--- src/rtl/flag_pkg.sv ---
// Shared types for the status-flag controller: FSM state encoding and the
// carry/zero flag pair used for both the live and the shadow copies.
package flag_pkg;

  typedef enum logic {
    RUN  = 1'b0,
    INTR = 1'b1
  } flag_state_t;

  typedef struct packed {
    logic c;
    logic z;
  } flags_t;

endpackage

--- src/rtl/flag_reg.sv ---
// Single-bit flag register with synchronous reset and load enable.
module flag_reg #(
  parameter logic RST_VAL = 1'b0
) (
  input  logic clk_i,
  input  logic rst_i,
  input  logic ld_i,
  input  logic d_i,
  output logic q_o
);

  logic q_q;

  always_ff @(posedge clk_i) begin
    if (rst_i) begin
      q_q <= RST_VAL;
    end else if (ld_i) begin
      q_q <= d_i;
    end
  end

  assign q_o = q_q;

endmodule

--- src/rtl/flag_ctrl.sv ---
// MCU status flags C/Z/I with a single-level shadow copy and the interrupt
// acceptance sequence (RUN -> one-cycle INTR acknowledge -> RUN).
module flag_ctrl
  import flag_pkg::*;
#(
  parameter logic RST_I     = 1'b0,
  parameter int   SHADOW_EN = 1
) (
  input  logic clk,
  input  logic rst,
  input  logic c_in,
  input  logic z_in,
  input  logic flg_ld,
  input  logic c_set,
  input  logic c_clr,
  input  logic i_set,
  input  logic i_clr,
  input  logic reti,
  input  logic inst_done,
  input  logic intr_req,
  output logic c_flag,
  output logic z_flag,
  output logic i_flag,
  output logic int_pending,
  output logic int_ack
);

  flag_state_t state_q;
  logic        pend_q;
  flags_t      flg_q, flg_d, flg_en;
  flags_t      shd_q;
  logic        i_q, i_d, i_en;
  logic        in_intr;
  logic        shd_en;

  assign in_intr = (state_q == INTR);
  assign shd_en  = in_intr && (SHADOW_EN != 0);

  // Next-value muxing; INTR clears everything and ignores all strobes.
  always_comb begin
    flg_d  = '0;
    flg_en = '0;
    i_d    = 1'b0;
    i_en   = 1'b0;
    if (in_intr) begin
      flg_en = '1;
      i_en   = 1'b1;
    end else begin
      if (reti) begin
        if (SHADOW_EN != 0) begin
          flg_en = '1;
          flg_d  = shd_q;
        end
      end else if (flg_ld) begin
        flg_en = '1;
        flg_d  = '{c: c_in, z: z_in};
      end else if (c_set) begin
        flg_en.c = 1'b1;
        flg_d.c  = 1'b1;
      end else if (c_clr) begin
        flg_en.c = 1'b1;
      end
      if (reti || i_set) begin
        i_en = 1'b1;
        i_d  = 1'b1;
      end else if (i_clr) begin
        i_en = 1'b1;
      end
    end
  end

  // Accept only on a boundary with a registered pending request and I=1;
  // a request arriving during INTR survives the clear.
  always_ff @(posedge clk) begin
    if (rst) begin
      state_q <= RUN;
      pend_q  <= 1'b0;
    end else begin
      case (state_q)
        RUN:     state_q <= (inst_done && pend_q && i_q) ? INTR : RUN;
        INTR:    state_q <= RUN;
        default: state_q <= RUN;
      endcase
      if (intr_req) begin
        pend_q <= 1'b1;
      end else if (in_intr) begin
        pend_q <= 1'b0;
      end
    end
  end

  flag_reg #(.RST_VAL(1'b0)) u_c (
    .clk_i(clk), .rst_i(rst), .ld_i(flg_en.c), .d_i(flg_d.c), .q_o(flg_q.c)
  );
  flag_reg #(.RST_VAL(1'b0)) u_z (
    .clk_i(clk), .rst_i(rst), .ld_i(flg_en.z), .d_i(flg_d.z), .q_o(flg_q.z)
  );
  flag_reg #(.RST_VAL(RST_I)) u_i (
    .clk_i(clk), .rst_i(rst), .ld_i(i_en), .d_i(i_d), .q_o(i_q)
  );
  flag_reg #(.RST_VAL(1'b0)) u_shd_c (
    .clk_i(clk), .rst_i(rst), .ld_i(shd_en), .d_i(flg_q.c), .q_o(shd_q.c)
  );
  flag_reg #(.RST_VAL(1'b0)) u_shd_z (
    .clk_i(clk), .rst_i(rst), .ld_i(shd_en), .d_i(flg_q.z), .q_o(shd_q.z)
  );

  assign c_flag      = flg_q.c;
  assign z_flag      = flg_q.z;
  assign i_flag      = i_q;
  assign int_pending = pend_q;
  assign int_ack     = in_intr;

endmodule

--- config.mk ---
export PLATFORM = sky130hd
export DESIGN_NAME = flag_ctrl
export DESIGN_NICKNAME = d
export VERILOG_FILES = /design/src/rtl/flag_pkg.sv /design/src/rtl/flag_reg.sv /design/src/rtl/flag_ctrl.sv
export SDC_FILE = /design/constraint.sdc
export NUM_CORES = 1
export LEC_CHECK = 0
export CORE_AREA = 2 2 39 41
export CTS_CLUSTER_DIAMETER = 80
export DETAILED_ROUTE_END_ITERATION = 16
export DIE_AREA = 0 0 41 43
export SLEW_MARGIN = 0
export SYNTH_ARGS = -nofsm -noshare
export SYNTH_HDL_FRONTEND = slang
export SYNTH_SLANG_ARGS = --single-unit
--- constraint.sdc ---
create_clock -name clk -period 0.8 [get_ports clk]
set_input_delay 0.12 -clock clk [delete_from_list [all_inputs] [get_ports clk]]
set_output_delay 0.12 -clock clk [all_outputs]
set_load 0.01 [all_outputs]
# == Word level (Yosys, flattened, before mapping) ==
# Cells that the tools add are included.
# word_totals
register_bits,7
input_bits,12
output_inout_bits,5
wordCells,32
# classes
n_mux,20
n_bitwise,1
n_reduce_logical,4
# ops
cell,n
$mux W1,15
$mux W2,4
$logic_and A1 B1 Y1,2
$pmux W1 S2,1
$reduce_bool A2 Y1,1
$logic_or A1 B1 Y1,1
$not A1 Y1,1

# == Logic depth before layout (Yosys ltp) ==
# Gate-level depths: netlist of run 1.
# logic_depth
depth_word,5
mapped_depth,4
ltp_nobuf,3

# == Modules after synthesis ==
# Synthesis of run 1 repeated with hierarchy kept, for this count alone.
# unflattened
cells_unflattened,34
hier_area_um2,309.0
# modules_own_cells
mod,instances,cells_each,area_per_inst_um2,seq_area_each_um2
flag_reg,5,3,33.8,20.0
flag_ctrl,1,19,140.1,40.0

# == Least setup slack after synthesis of run 1 ==
# No wires, ideal clock.
# synth_path
kind,flip-flop to flip-flop
startpoint,"reg, netlist name u_c.q_o"
endpoint,"reg u_c.q_q, in the netlist u_c.q_o"
setup_time_ns,0.132
t_arrival_ns,0.750
required_ns,0.668
setup_slack_ns,-0.081
stages_incl_launch_ff,3
n_path_buf,0
synth_period_minus_slack_ns,0.881
cell_sequence,dfxtp_1 a2111oi_0 nor4_1
# synth_lines
element,line_no,source
"end signal, assigned",flag_reg.sv:18,q_q <= d_i;
"end, declared",flag_reg.sv:12,logic q_q;

==> run metrics, run 1 <==
crit start category=flip-flop; Initial Utilization=19.8%; Yosys Warn Count=0; HP Class=input port to flip-flop; largest vdd supply drop=1.26 mV; Cells after Synth=28; PD cells=1510 nW/um2; Rel. slew slack=81.0%; nets=67; Total GRT Usage=9.15%; Max Clock Freq=1140 MHz; Die Wd=41 um; crit path from=u_c.q_o$_SDFFE_PP0P_; CTS Buf Count=3; largest net degree at the start of global routing=8; Critical Path Slowest Stage Cell=dfxtp_2; critical path capture point type=flip-flop; worst setup path class=flip-flop to flip-flop; DR pass1 iterations=2; global-route wire length before repair=1.02 mm; WHS=0.427 ns; register area=146 um2; grt total ovfl=0; clock latency on the worst-skew pair=0.25 ns; Final Max Slew Viols=0; detailed placer's ending HPWL=513 um; RSZ-0062 raised after global routing=yes; crit-path cells=buf_6 > a2111oi_4 > nor4_1; port bufs=16; Routed Antenna Nets=0; area of the multi-input gates=145 um2; io pins=17; Seq/Total Area, Yosys=51.1%; row count=14; Die Y=43 um; Total Routed Length=625 um; Critical Path Fanout Max=2; minimum clock period=0.879 ns; clock sinks=7; final core utilization=40.9%; Tot Pwr=0.853 mW; DR iter-0 viols=2; status=finished, violations left; pre-CTS setup slack=-0.451 ns; failing checks=negative setup slack; GPL Wtd Cong=0.649; CTS Hold Buffers Added=0; antenna cells=0; final worst slack=-0.0790 ns; Final period util=110%; DRC=0; Pleak=0.236 nW; top-area cell type share of the netlist area=51.1%; H-Tree Depth=1; Netlist cell types=13; CTS tree=built; synthesized area=274 um2; Worst Path Required=0.93 ns; Die ar.=1760 um2; Via density=4.14; CP bufs+invs=1; syn_nets=40; Core Footprint=1380 um2; synthesized flop and latch total=7; top cells by area, synth=dfxtp_1 51%, mux2i_1 15%, nor3_1 5.5%; MaxCap Viol Count=0; layout cells sized above 1=48.1%; syn avg cell area=9.79 um2; Worst Skew=0.000222 ns; area growth from synthesis to layout=106%; slowest stage delay, CP=0.32 ns; Max Root-Sink Buffers=2; Fin. Hold Viols=0; leading area contributor after synthesis=dfxtp_1; Wirelength per Cell=8.93 um; Root Buffer=clkbuf_4; via count=290; Worst Hold Launch=c_clr; CP arrival=1.01 ns; worst-margin pin slew=0.285 ns; vias in the first global route=273; Reg clk slew, reported paths=0.05 ns; Reg-to-Reg Start=u_c.q_o$_SDFFE_PP0P_; initial antenna violation count=0; fillers=153; Worst path top cell family by delay=flip-flops; final setup violation count=8
## state kept, by name, summed over array words and instances, names as in the netlist
| signal | cells |
|---|---|
| u_c.q_o | 1 |
| u_i.q_o | 1 |
| u_shd_z.q_o | 1 |
| int_pending | 1 |
| u_shd_c.q_o | 1 |
| int_ack | 1 |
| u_z.q_o | 1 |
## synth_stat cells
cell       instances
mux2_2             1
dfxtp_1            7
or2b_1             1
a211oi_1           1
a2111oi_0          1
inv_1              3
buf_2              1
a21oi_1            1
nor4_1             1
mux2i_1            4
nor3_1             3
nor2_1             3
nand3_1            1
## area by class of cell
class / instances / share of cell area, %
well taps: 16 / 3.54
multi-input cells: 17 / 25.7
repair buffers: 23 / 38.3
inverters: 3 / 1.99
clock buffers: 4 / 4.65
flip-flops and latches: 7 / 25.9
## per-stage QoR
| step | instances | TNS (ns) | cell area (um2) |
|---|---|---|---|
| after CTS | 70 | -0.301 | 557 |
| after global placement | 65 | -2.59 | 503 |
| after floorplan | 28 | -0.0688 | 289 |
| after global routing | 70 | -0.496 | 566 |
| after detailed placement | 65 | -2.63 | 503 |
| final | 70 | -0.253 | 566 |
## timing repair
action	in CTS	in global routing
setup buffers	1	0
setup endpoints to repair	10	11
pin swaps	1	1
resized for setup	34	3
## final timing paths
| check | slack, ns | endpoint | cells past startpoint |
|---|---|---|---|
| max | -0.08 | u_c.q_o$_SDFFE_PP0P_ | 3 |
| max reg2reg | -0.08 | u_c.q_o$_SDFFE_PP0P_ | 3 |
| min | 0.43 | u_c.q_o$_SDFFE_PP0P_ | 4 |
| min reg2reg | 0.47 | int_ack$_SDFF_PP0_ | 2 |
## power breakdown
| group | switching (mW) | internal (mW) |
|---|---|---|
| Combinational | 0.0546 | 0.108 |
| Clock | 0.124 | 0.190 |
| Sequential | 0.0108 | 0.366 |
## placed cells by master, fill, tap and decap left out
| cell | count |
|---|---|
| clkdlybuf4s50_1 | 8 |
| buf_6 | 6 |
| dfxtp_2 | 5 |
| buf_4 | 5 |
| mux2i_1 | 4 |
| nor3_1 | 3 |
| nor2_1 | 3 |
| clkbuf_4 | 3 |
| dlygate4sd2_1 | 3 |
| inv_2 | 2 |
| dfxtp_1 | 2 |
| mux2_2 | 1 |
| a21oi_2 | 1 |
| inv_1 | 1 |
| a211oi_2 | 1 |
| nand3_1 | 1 |
| a2111oi_4 | 1 |
| or2b_1 | 1 |
| nor4_1 | 1 |
| clkbuf_1 | 1 |
| buf_2 | 1 |
## routing by layer
metal,vias to the layer above,global-route usage [%],routed length (um)
met4,0,4.00,0
met5,-,0,0
li1,150,-,-
met1,131,9.35,263
met3,0,7.85,44
met2,9,12.8,317
## kinds of logic after synthesis
group	Yosys count	synth area share (%)
buf+inv	4	5.93
simple gates	9	16.4
compound gates	3	7.76
mux	5	18.7
flops	7	51.1
## worst min-delay path: cells and delay by family
| family | cells | cell delay (ns) |
|---|---|---|
| buffers and inverters | 2 | 0.30 |
| AND/OR/NAND/NOR | 1 | 0.14 |
| AO/OA/AOI/OAI | 1 | 0.06 |
(Power assumes the default switching activity.)
==> run 2: changes to the inputs <==
Settings changed: SLEW_MARGIN 0 to default.
Clock period 0.8 ns to 0.9 ns, I/O delays scaled along.
==> run 2 against run 1 <==
Flip-flop and latch count unchanged; sequential power fell by 12%; setup slack improved by 0.097 ns; final cell count is the same; total power shrank 13%; core utilization down 2.7 points; the run now ends clean; design area fell by 6.6%; clock power shrank 12%; sequential share of layout area increased by 1.6 points.
==> run metrics, run 2 (same netlist as run 1, synthesis figures left out) <==
WHS=0.448 ns; post-route design area=528 um2; antenna cells=0; combinational power share=17.8%; Root Buffer=clkbuf_4; vias in the first global route=259; final setup violation count=0; Cell Int Power=0.577 mW; CTS tree=built; Total GRT Usage=9.27%; clock sinks=7; worst-margin pin slew=0.233 ns; io pins=17; Max Clock Freq=1130 MHz; CTS Hold Buffers Added=0; layout cells sized above 1=35.2%; Core Footprint=1380 um2; Tot Pwr=0.739 mW; PD cells=1400 nW/um2; Worst Skew=0.00454 ns; Die Wd=41 um; pre-CTS setup slack=-0.363 ns; most common cell after layout, fill and taps aside=clkdlybuf4s50_1; Fin. Hold Viols=0; H-Tree Depth=1; GPL Wtd Cong=0.708; clock power share=37.5%; critical path capture point type=flip-flop; final worst slack=0.0185 ns; Total Routed Length=660 um; CTS Buf Count=3; nets=67; port bufs=16; Rel. slew slack=84.5%; global-route wire length before repair=1.04 mm; Worst Path Required=1.03 ns; Final period util=97.9%; largest net degree at the start of global routing=8; Critical Path Fanout Max=3; via count=277; CP arrival=1.01 ns; RSZ-0062 raised after global routing=yes; HP Class=input port to flip-flop; worst setup path class=flip-flop to flip-flop; Initial Utilization=19.8%; Psw=0.162 mW; Final Max Slew Viols=0; Die ar.=1760 um2; Routed Antenna Nets=0; Sequential Power Share=44.7%; non-filler cells, final=70; DR pass1 iterations=2; initial antenna violation count=0; row count=14; detailed placer's ending HPWL=528 um; minimum clock period=0.882 ns; DR iter-0 viols=3; MaxCap Viol Count=0; Die Y=43 um; DRC=0; Pleak=0.230 nW; Switching Share=21.9%; area growth from synthesis to layout=92.7%; Max Root-Sink Buffers=2; Reg clk slew, reported paths=0.05 ns; placed cells=67; largest vdd supply drop=0.736 mV; most frequent cells in the layout=9 x clkdlybuf4s50_1, 7 x buf_4, 5 x dfxtp_1, 5 x buf_2, 4 x mux2i_1; Wirelength per Cell=9.43 um; area of placed instances=509 um2; status=completed; clock latency on the worst-skew pair=0.25 ns; Via density=3.96; crit start category=flip-flop; grt total ovfl=0
==> run 2: changes by cell type in the layout (fill, tap and decap cells not counted), moves of 2 or more <==
cell | previous run | this run
buf_6 | 6 | 0
buf_2 | 1 | 5
dfxtp_2 | 5 | 1
dfxtp_1 | 2 | 5
buf_4 | 5 | 7
inv_1 | 1 | 3
inv_2 | 2 | 0
==> run 2: per-layer routing <==
metal,share of wire [%],GRT usage (%)
met1,44,11.7
met2,46,10.9
met3,9.2,7.85
met4,0,4.00
met5,0,0
==> run 2: power groups by stage <==
stage | sequential (mW) | clock, mW | combinational, mW
finish | 0.330 | 0.277 | 0.131
global route | 0.332 | 0.312 | 0.143
CTS | 0.330 | 0.287 | 0.128
detailed placement | 0.336 | 0 | 0.138
global placement | 0.336 | 0 | 0.138
floorplan | 0.342 | 0 | 0.0249
==> run 2: path summary, 6_finish.rpt <==
| path | from | endpoint | slack, ns | cells after the start |
|---|---|---|---|---|
| worst max-delay path | u_z.q_o$_SDFFE_PP0P_ | u_z.q_o$_SDFFE_PP0P_ | 0.02 | 3 |
| worst min-delay path | reti | u_c.q_o$_SDFFE_PP0P_ | 0.45 | 3 |
| worst max register to register | u_z.q_o$_SDFFE_PP0P_ | u_z.q_o$_SDFFE_PP0P_ | 0.02 | 3 |
| worst min register to register | u_shd_c.q_o$_SDFFE_PP0P_ | u_shd_c.q_o$_SDFFE_PP0P_ | 0.50 | 2 |
==> run 2: cell type report <==
cell class	count	area, um2
Tap cell	16	20.0
Inverter	3	11.3
Timing Repair Buffer	23	185
Multi-Input combinational cell	17	140
Fill cell	164	856
Clock buffer	4	26.3
Sequential cell	7	145
==> run 2: timing repair <==
item	4_1_cts	5_1_grt
endpoints found under the hold margin	0	0
buffers inserted	0	0
resized for setup	25	4
setup endpoints to repair	7	2
pin swaps	1	2
==> run 2: worst max-delay path, cell delays in order, from the launching register on <==
cell and delay [ns]:
dfxtp_2 0.32, mux2_4 0.26, mux2i_1 0.13, nor3_1 0.07
==> run 2: through the flow <==
step	TNS (ns)	utilization, %
global route	-0.00691	38.2
finish	0	38.2
detailed placement	-1.59	36.8
CTS	-0.0612	37.3
global placement	-1.59	36.8
floorplan	0	-
